<file path="src/rtl/sw_debounce_in.sv">
// sw_debounce_in: board switch input conditioner.
// Synchronises the raw active-low switch bus to clk, debounces each bit on a
// prescaled sample tick and presents an active-high level together with
// one-cycle rise/fall pulses and a sticky change event (evt_valid/evt_ack).
//
// Ports:
//   clk        system clock, rising edge
//   rst_n      synchronous active-low reset
//   sw_raw     raw switch pins, active-low, asynchronous to clk
//   sw_level   debounced level, active-high
//   sw_rise    one-cycle pulse per bit on a 0->1 level change
//   sw_fall    one-cycle pulse per bit on a 1->0 level change
//   evt_valid  sticky: some level bit changed since the last ack
//   evt_ack    clears evt_valid (a change in the same cycle wins)
module sw_debounce_in #(
    parameter int unsigned WIDTH        = 32,
    parameter int unsigned TICK_DIV     = 50000,
    parameter int unsigned STABLE_TICKS = 4
) (
    input  logic             clk,
    input  logic             rst_n,
    input  logic [WIDTH-1:0] sw_raw,
    output logic [WIDTH-1:0] sw_level,
    output logic [WIDTH-1:0] sw_rise,
    output logic [WIDTH-1:0] sw_fall,
    output logic             evt_valid,
    input  logic             evt_ack
);

    localparam int unsigned PreW = (TICK_DIV > 1) ? $clog2(TICK_DIV) : 1;
    localparam int unsigned CntW = $clog2(STABLE_TICKS) + 1;
    localparam logic [PreW-1:0] PreMax = PreW'(TICK_DIV - 1);
    localparam logic [CntW-1:0] CntMax = CntW'(STABLE_TICKS - 1);

    logic [WIDTH-1:0] sync1_q, sync2_q;
    logic [WIDTH-1:0] cand;
    logic [WIDTH-1:0] level_q, level_d;
    logic [WIDTH-1:0] rise_q, fall_q;
    logic [PreW-1:0]  pre_q, pre_d;
    logic             tick;
    logic [CntW-1:0]  cnt_q [WIDTH];
    logic [CntW-1:0]  cnt_d [WIDTH];
    logic             evt_q, evt_d;

    // Synchronised, inverted to active-high.
    assign cand = ~sync2_q;

    always_comb begin
        tick  = (pre_q == PreMax);
        pre_d = tick ? '0 : pre_q + PreW'(1);

        level_d = level_q;
        cnt_d   = cnt_q;
        if (tick) begin
            for (int i = 0; i < WIDTH; i++) begin
                if (cand[i] == level_q[i]) begin
                    // Any agreeing sample restarts the stability run.
                    cnt_d[i] = '0;
                end else if (cnt_q[i] == CntMax) begin
                    level_d[i] = cand[i];
                    cnt_d[i]   = '0;
                end else begin
                    cnt_d[i] = cnt_q[i] + CntW'(1);
                end
            end
        end

        // A change reported this cycle takes priority over an ack.
        if (|(rise_q | fall_q)) begin
            evt_d = 1'b1;
        end else if (evt_ack) begin
            evt_d = 1'b0;
        end else begin
            evt_d = evt_q;
        end
    end

    always_ff @(posedge clk) begin
        if (!rst_n) begin
            sync1_q <= '1;
            sync2_q <= '1;
            level_q <= '0;
            rise_q  <= '0;
            fall_q  <= '0;
            pre_q   <= '0;
            evt_q   <= 1'b0;
            for (int i = 0; i < WIDTH; i++) begin
                cnt_q[i] <= '0;
            end
        end else begin
            sync1_q <= sw_raw;
            sync2_q <= sync1_q;
            level_q <= level_d;
            // Pulses are registered alongside the level they describe.
            rise_q  <= level_d & ~level_q;
            fall_q  <= level_q & ~level_d;
            pre_q   <= pre_d;
            evt_q   <= evt_d;
            for (int i = 0; i < WIDTH; i++) begin
                cnt_q[i] <= cnt_d[i];
            end
        end
    end

    assign sw_level  = level_q;
    assign sw_rise   = rise_q;
    assign sw_fall   = fall_q;
    assign evt_valid = evt_q;

endmodule

</file>
<file path="config.mk">
export PLATFORM = sky130hd
export DESIGN_NAME = sw_debounce_in
export DESIGN_NICKNAME = d
export VERILOG_FILES = /design/src/rtl/sw_debounce_in.sv
export SDC_FILE = /design/constraint.sdc
export NUM_CORES = 1
export LEC_CHECK = 0
export ABC_AREA = 1
export BUFFER_PORTS_ARGS = -buffer_cell sky130_fd_sc_hd__buf_4
export CAP_MARGIN = 20
export CORE_MARGIN = 4
export CORE_UTILIZATION = 62
export DETAILED_ROUTE_END_ITERATION = 10
export PLACE_DENSITY = 0.9
export SETUP_SLACK_MARGIN = 0.05
export SYNTH_ARGS = -nofsm -noshare
export SYNTH_HDL_FRONTEND = slang
export SYNTH_SLANG_ARGS = --single-unit
</file>
<file path="constraint.sdc">
create_clock -name clk -period 3 [get_ports clk]
set_input_delay 0 -clock clk [delete_from_list [all_inputs] [get_ports clk]]
set_output_delay 0 -clock clk [all_outputs]
set_load 0.02 [all_outputs]
</file>
==> results of run 1 <==
==> kinds of logic after synthesis <==
| logic type | count (synthesis) |
|---|---|
| AND/OR/NAND/NOR | 841 |
| flip-flops | 273 |
| buffers and inverters | 227 |
| AO/OA/AOI/OAI | 126 |
| adder cells (fa/ha/maj) | 33 |
| XOR/XNOR | 1 |
==> stage by stage <==
| step | total power, mW | hold slack (ns) | worst slack [ns] | cell area [µm²] |
|---|---|---|---|---|
| after floorplan | 3.875 | 0.1066 | 1.464 | 11090 |
| after global placement | 3.937 | 0.1879 | 0.9730 | 12210 |
| after detailed placement | 3.943 | 0.1902 | 0.8414 | 12210 |
| after CTS | 7.219 | 0.04946 | 0.8001 | 13420 |
| after global routing | 7.396 | 0.1051 | 0.6440 | 13420 |
| final | 7.183 | 0.06920 | 0.8005 | 13420 |
==> cells in the mapped netlist (all sizes together) (7+ instances only) <==
cell / n / area, µm²
o21bai: 32 / 240.2
buf: 29 / 161.4
nand2: 375 / 1418
clkbuf: 21 / 78.83
inv: 176 / 660.6
nor2: 240 / 937.2
nand4: 7 / 43.79
dfxtp: 273 / 5465
ha: 33 / 412.9
a21oi: 46 / 230.2
o21ai: 48 / 240.2
nor3: 39 / 195.2
or2: 68 / 425.4
nand3: 109 / 550.5
==> worst min-delay path by stage <==
stage / cells past startpoint / from / slack (ns) / endpoint
floorplan: 1 / sw_raw[0] / 0.11 / sync1_q[0]$_SDFF_PN1_
global placement: 2 / sw_raw[9] / 0.19 / sync1_q[9]$_SDFF_PN1_
detailed placement: 2 / sw_raw[1] / 0.19 / sync1_q[1]$_SDFF_PN1_
CTS: 6 / evt_ack / 0.05 / evt_valid$_SDFFE_PN0P_
global route: 6 / evt_ack / 0.11 / evt_valid$_SDFFE_PN0P_
finish: 6 / evt_ack / 0.07 / evt_valid$_SDFFE_PN0P_
==> cells in the final DEF, fill, tap and decap left out, types with 5 or more instances in the layout <==
cell and count:
nor2_1 235, clkbuf_1 5, ha_1 33, clkbuf_8 8
buf_4 137, dfxtp_1 273, inv_1 174, o21ai_0 48
o21bai_1 32, clkinv_2 6, nand2_1 373, a21oi_1 46
nand4_1 7, or2_2 68, dlygate4sd3_1 33, nand3_1 108
nor3_1 39, clkbuf_16 27
==> area by class of cell <==
cell class / count / share of cell area [%]
Multi-Input combinational cell: 1001 / 35.27
Inverter: 177 / 4.952
Clock buffer: 40 / 5.997
Tap cell: 225 / 2.098
Sequential cell: 273 / 40.74
Timing Repair Buffer: 172 / 10.43
Clock inverter: 8 / 0.5130
==> flip-flops by register name, indices dropped and copies added, names as in the netlist <==
register,cells
cnt_q,96
sw_fall,32
sw_level,32
sw_rise,32
sync1_q,32
sync2_q,32
pre_q,16
evt_valid,1
==> what timing repair did <==
item,4_1_cts,5_1_grt
hold buffers,33,0
endpoints found under the hold margin,33,0
gates resized for setup,0,0
==> per-layer routing <==
metal	wire [µm]	vias to the layer above
met1	10930	4564
met5	0	-
met4	823	0
met3	1598	72
met2	13140	307
li1	-	4972
==> critical path, cell delays in order, from the launching register on <==
cell and delay [ns]:
dfxtp_1 0.36, ha_1 0.22, nand3_2 0.16, nor2_2 0.22
nand2_4 0.30, nor2_8 0.18, buf_12 0.36, nand2_1 0.14
nor2_1 0.14
==> where the power goes <==
group	internal, mW	switching (mW)
clock network	1.93	1.35
logic	0.105	0.108
registers	3.67	0.0214
total	5.70	1.48
==> results.toml, run 1 <==
[drt]
firstDrtPassIters = 5
via_per_inst = 5.229
drt-initial-drc-count = 600
dr_total_vias = 9915
routedWlPerCell_um = 13.97
route.detailed.drc = 0
routed_wl_mm = 26.50
drtAntennaViolNets = 0

[clock_network]
cts.clk_slew.worst_paths_ns = 0.06
clk_latency_ns = 0.53
cts_tree = "done"
cts.path.max_buffers = 3
cts_buffers = 26
h-tree-depth = 1
root_buffer = "clkbuf_16"
post-cts-setup-buffer-count = 0
cts_sinks = 273

[cells_and_area]
nets = 1719
layout-drive-gt1-share_pct = 15.62
final_core_util_pct = 77.03
fin_cells = 1896
register_area_mm2 = 0.005465
diodes = 0
syn2layout_area_growth_pct = 20.95
fillCellCount = 1177
multiInputGateArea_mm2 = 0.004732

[critical_path]
rr_endpoint = "sw_fall[29]$_SDFF_PN0_"
critPathArrivalTime_ns = 2.65
crit_path_end_kind = "flop"
crit_start = "pre_q[0]$_SDFF_PP0_"
critPathKind = "reg -> reg"
rr_worst_depth = 8
start_kind = "flop"
r2r-start = "pre_q[0]$_SDFF_PP0_"
crit_end = "sw_fall[29]$_SDFF_PN0_"
cp_max_fo = 88
regToRegSetupSlack_ns = 0.80
crit_required_ns = 3.45

[yosys]
synth_area_per_cell_um2 = 7.390
synth_top_family_by_area = "simple AND/OR/NAND/NOR gates"
postSynthCellCount = 1501
synth_flop_cell = "dfxtp_1"
synthMuxAreaShare_pct = 0
ys_seq_elements = 273
synthesis.nets = 1569
yosys_warnings = 0
synth-compound-area-share_pct = 6.407
synthArstFlopShare_pct = 0
synth_cell_types = 29
yosys.area_share.simple_pct = 32.36
synthAdderAreaFrac_pct = 3.723
syn_area_mm2 = 0.01109
synth_xor_area_share_pct = 0.07896
ys_seq_area_share_pct = 49.27
synth-edff-count = 0

[place]
dp_cells = 1815
io_buffers = 131
gp_routability_congestion = 0.8361
dp_hpwl_mm = 16.62

[grt]
use_met2_pct = 46.75
grt_pass1_vias = 9721
busiest_layer = "met2"
grtUsageMet1_pct = 31.75
grt_start_max_net_pins = 89
grt_first_pass_wirelength_mm = 44.08
antenna_found_initial = 0
track_usage_pct = 26.18
gr-total-overflow = 0
use_met3_pct = 3.943

[timing]
setup_viol = 0
max_freq_mhz = 454.6
rsz0062_at_grt = "false"
finalCritPeriodShare_pct = 73.32
fin_crit_ns = 2.200
drv_slew = 0
fin_worst_skew_ns = 0.007012
hold_viol_final = 0
worst_pin_slew_ns = 0.6840
relSlewSlack_pct = 54.40
setup_tns_ns = 0

[power]
p_leak_nw = 6.439
vdd_ir_drop_max_v = 0.0004076
powerDensity_mw_per_mm2 = 535.5

[floorplan]
die_w_um = 141.8
start_util_pct = 63.69
num_rows = 48
core_mm2 = 0.01742
num_io_pins = 132
die_h_um = 141.8
dieArea_mm2 = 0.02009

[run_status]
status = "complete, no violations"

[job]
maxCapViolCount = 0

[min_path]
hold_class = "in -> reg"
(Power assumes the default switching activity.)
==> inputs of run 2 (changes only) <==
--- a/config.mk
+++ b/config.mk
@@ -5,13 +5,13 @@
 export SDC_FILE = /design/constraint.sdc
 export NUM_CORES = 1
 export LEC_CHECK = 0
-export ABC_AREA = 1
+export ABC_AREA = 0
 export BUFFER_PORTS_ARGS = -buffer_cell sky130_fd_sc_hd__buf_4
 export CAP_MARGIN = 20
 export CORE_MARGIN = 4
-export CORE_UTILIZATION = 62
+export CORE_UTILIZATION = 57
 export DETAILED_ROUTE_END_ITERATION = 10
-export PLACE_DENSITY = 0.9
+export PLACE_DENSITY = 0.85
 export SETUP_SLACK_MARGIN = 0.05
 export SYNTH_ARGS = -nofsm -noshare
 export SYNTH_HDL_FRONTEND = slang
==> constraint.sdc (replaced) <==
create_clock -name clk -period 2.3 [get_ports clk]
set_input_delay 0 -clock clk [delete_from_list [all_inputs] [get_ports clk]]
set_output_delay 0 -clock clk [all_outputs]
set_load 0.02 [all_outputs]
==> results.toml, run 2 <==
[cells_and_area]
largest_reg_flops = 96
largest-register = "cnt_q"
layout-drive-gt1-share_pct = 15.45
nets = 1285
fin_cells = 1462
final_core_util_pct = 72.32
final_cell_mix = "dfxtp_1 (273), buf_4 (141), nand2_1 (108)"
syn2layout_area_growth_pct = 24.03
final_common_cell = "dfxtp_1"

[yosys]
synth_cell_types = 36
synth_top_area_share_pct = 54.19
synthArstFlopShare_pct = 0
postSynthCellCount = 1054
synth_area_per_cell_um2 = 9.569
synthTopCellsByArea = "dfxtp_1 (54%), nand2b_1 (6.3%), a21oi_1 (5.2%)"
synth_flop_cell = "dfxtp_1"
syn_area_mm2 = 0.01009
yosys_warnings = 0
synthTopCellsByCount = "dfxtp_1 (273), nand2_1 (108), a21oi_1 (104)"
ys_seq_area_share_pct = 54.19
synth_most_common_cell = "dfxtp_1"
synth-edff-count = 0
synthesis.nets = 1122
synth_area_leader_cell = "dfxtp_1"
ys_seq_elements = 273

[floorplan]
dieArea_mm2 = 0.01989
die_w_um = 141.0
die_h_um = 141.0
num_rows = 48
num_io_pins = 132
start_util_pct = 58.31
core_mm2 = 0.01730

[clock_network]
root_buffer = "clkbuf_16"
cts_resized = 0
clk_latency_ns = 0.53
cts.path.max_buffers = 3
cts.clk_slew.worst_paths_ns = 0.06
h-tree-depth = 1
cts_buffers = 26
cts_tree = "done"
cts_sinks = 273

[timing]
finalCritPeriodShare_pct = 89.17
fin_crit_ns = 2.051
fin_worst_skew_ns = 0.01406
relSlewSlack_pct = 57.15
worst_pin_slew_ns = 0.6368
hold_viol_final = 0
hold_slack_ns = 0.1988
drv_slew = 0
setup_tns_ns = 0
max_freq_mhz = 487.6
setup_viol = 0
rsz0062_at_grt = "false"

[critical_path]
critPathArrivalTime_ns = 2.49
cp_slowest_cell = "and4b_4"
cp.depth = 6
regToRegSetupSlack_ns = 0.25
crit_end = "sw_fall[27]$_SDFF_PN0_"
r2r-start = "pre_q[0]$_SDFF_PP0_"
slowest_delay_ns = 0.39
critPathTopFamily = "simple AND/OR/NAND/NOR gates"
worstPathCellList = "ha_1 > nand3_1 > and4b_4 > nand2_2 > buf_4 > nor3_1"
crit_path_end_kind = "flop"
rr_endpoint = "sw_fall[27]$_SDFF_PN0_"
critPathBufInv = 1
start_kind = "flop"
critPathKind = "reg -> reg"
crit_required_ns = 2.74
rr_worst_depth = 6
crit_start = "pre_q[0]$_SDFF_PP0_"
cp_max_fo = 27

[drt]
routedWlPerCell_um = 15.36
drt-initial-drc-count = 422
via_per_inst = 5.534
dr_total_vias = 8090
drtAntennaViolNets = 0
routed_wl_mm = 22.46
firstDrtPassIters = 4
route.detailed.drc = 0

[power]
clock_power_share_pct = 44.0
p_leak_nw = 4.850
p_switching_mw = 1.862
vdd_ir_drop_max_v = 0.0006893
powerDensity_mw_per_mm2 = 725.1
p_int_mw = 7.209
seqPwrFrac_pct = 53.1
p_sw_share_pct = 20.52
combinationalPowerShare_pct = 2.9

[grt]
antenna_found_initial = 1
grt_start_max_net_pins = 65
grt_pass1_vias = 7766
gr-total-overflow = 0
track_usage_pct = 22.05
grt_first_pass_wirelength_mm = 37.24

[place]
dp_cells = 1372
io_buffers = 131
dp_hpwl_mm = 14.42
gp_routability_congestion = 0.8176

[job]
maxCapViolCount = 0

[run_status]
status = "complete, no violations"

[min_path]
hold_class = "in -> reg"
## run 2: repair_timing
| item | in CTS | in global routing |
|---|---|---|
| endpoints found under the hold margin | 48 | 0 |
| endpoints found under the setup margin | 0 | 0 |
| buffers inserted | 0 | 0 |
| hold buffers | 42 | 0 |
## run 2: how the worst min path moves through the flow
stage | cells past startpoint | start | to | slack, ns
2_1_floorplan | 1 | sw_raw[0] | sync1_q[0]$_SDFF_PN1_ | 0.10
4_1_cts | 4 | evt_ack | evt_valid$_SDFFE_PN0P_ | 0.17
3_5_place_dp | 2 | sw_raw[10] | sync1_q[10]$_SDFF_PN1_ | 0.19
6_report | 3 | sw_raw[19] | sync1_q[19]$_SDFF_PN1_ | 0.20
3_3_place_gp | 2 | sw_raw[7] | sync1_q[7]$_SDFF_PN1_ | 0.18
5_1_grt | 3 | sw_raw[19] | sync1_q[19]$_SDFF_PN1_ | 0.19
## run 2: cell families after synthesis
group | synth area share, %
and+or+nand+nor | 26.78
DFF | 54.19
buffers and inverters | 2.766
AOI/OAI and AO/OA | 8.436
adders and majority gates | 4.094
xor gates and xnor gates | 3.734
## run 2: final cells by class
class,count,area (µm²)
Clock inverter,6,41.29
Inverter,5,18.77
Clock buffer,41,767.0
Fill cell,1241,4787
Antenna cell,1,2.502
Sequential cell,273,5465
Timing Repair Buffer,188,1579
Tap cell,225,281.5
Multi-Input combinational cell,723,4354
## run 2: layer usage
layer	vias up	GRT usage, %	wire, µm
li1	3998	-	-
met1	3864	28.44	9710
met2	195	38.28	10980
met3	33	4.172	1273
met4	0	5.456	495
met5	-	0	0
## run 2: power by group through the flow
| stage | Combinational, mW | Clock (mW) | Sequential, mW |
|---|---|---|---|
| after CTS | 0.257 | 4.06 | 4.82 |
| after global routing | 0.287 | 4.26 | 4.82 |
| after floorplan | 0.119 | 0 | 4.92 |
| after detailed placement | 0.200 | 0 | 4.92 |
| final | 0.260 | 3.99 | 4.82 |
| after global placement | 0.197 | 0 | 4.92 |
## run 2: tightest hold or removal path, delay by kind of cell
kind	cells	cell delay, ns
AND/OR/NAND/NOR	1	0.08
buffers and inverters	2	0.62
## run 2: per-stage QoR
step           power (mW)  instance area [µm²]  setup WS (ns)
3_5_place_dp        5.125                11280         0.2779
6_report            9.071                12510         0.2491
5_1_grt             9.368                12510        0.06645
2_1_floorplan       5.034                10090         0.6119
4_1_cts             9.137                12510         0.2496
3_3_place_gp        5.120                11280         0.3910
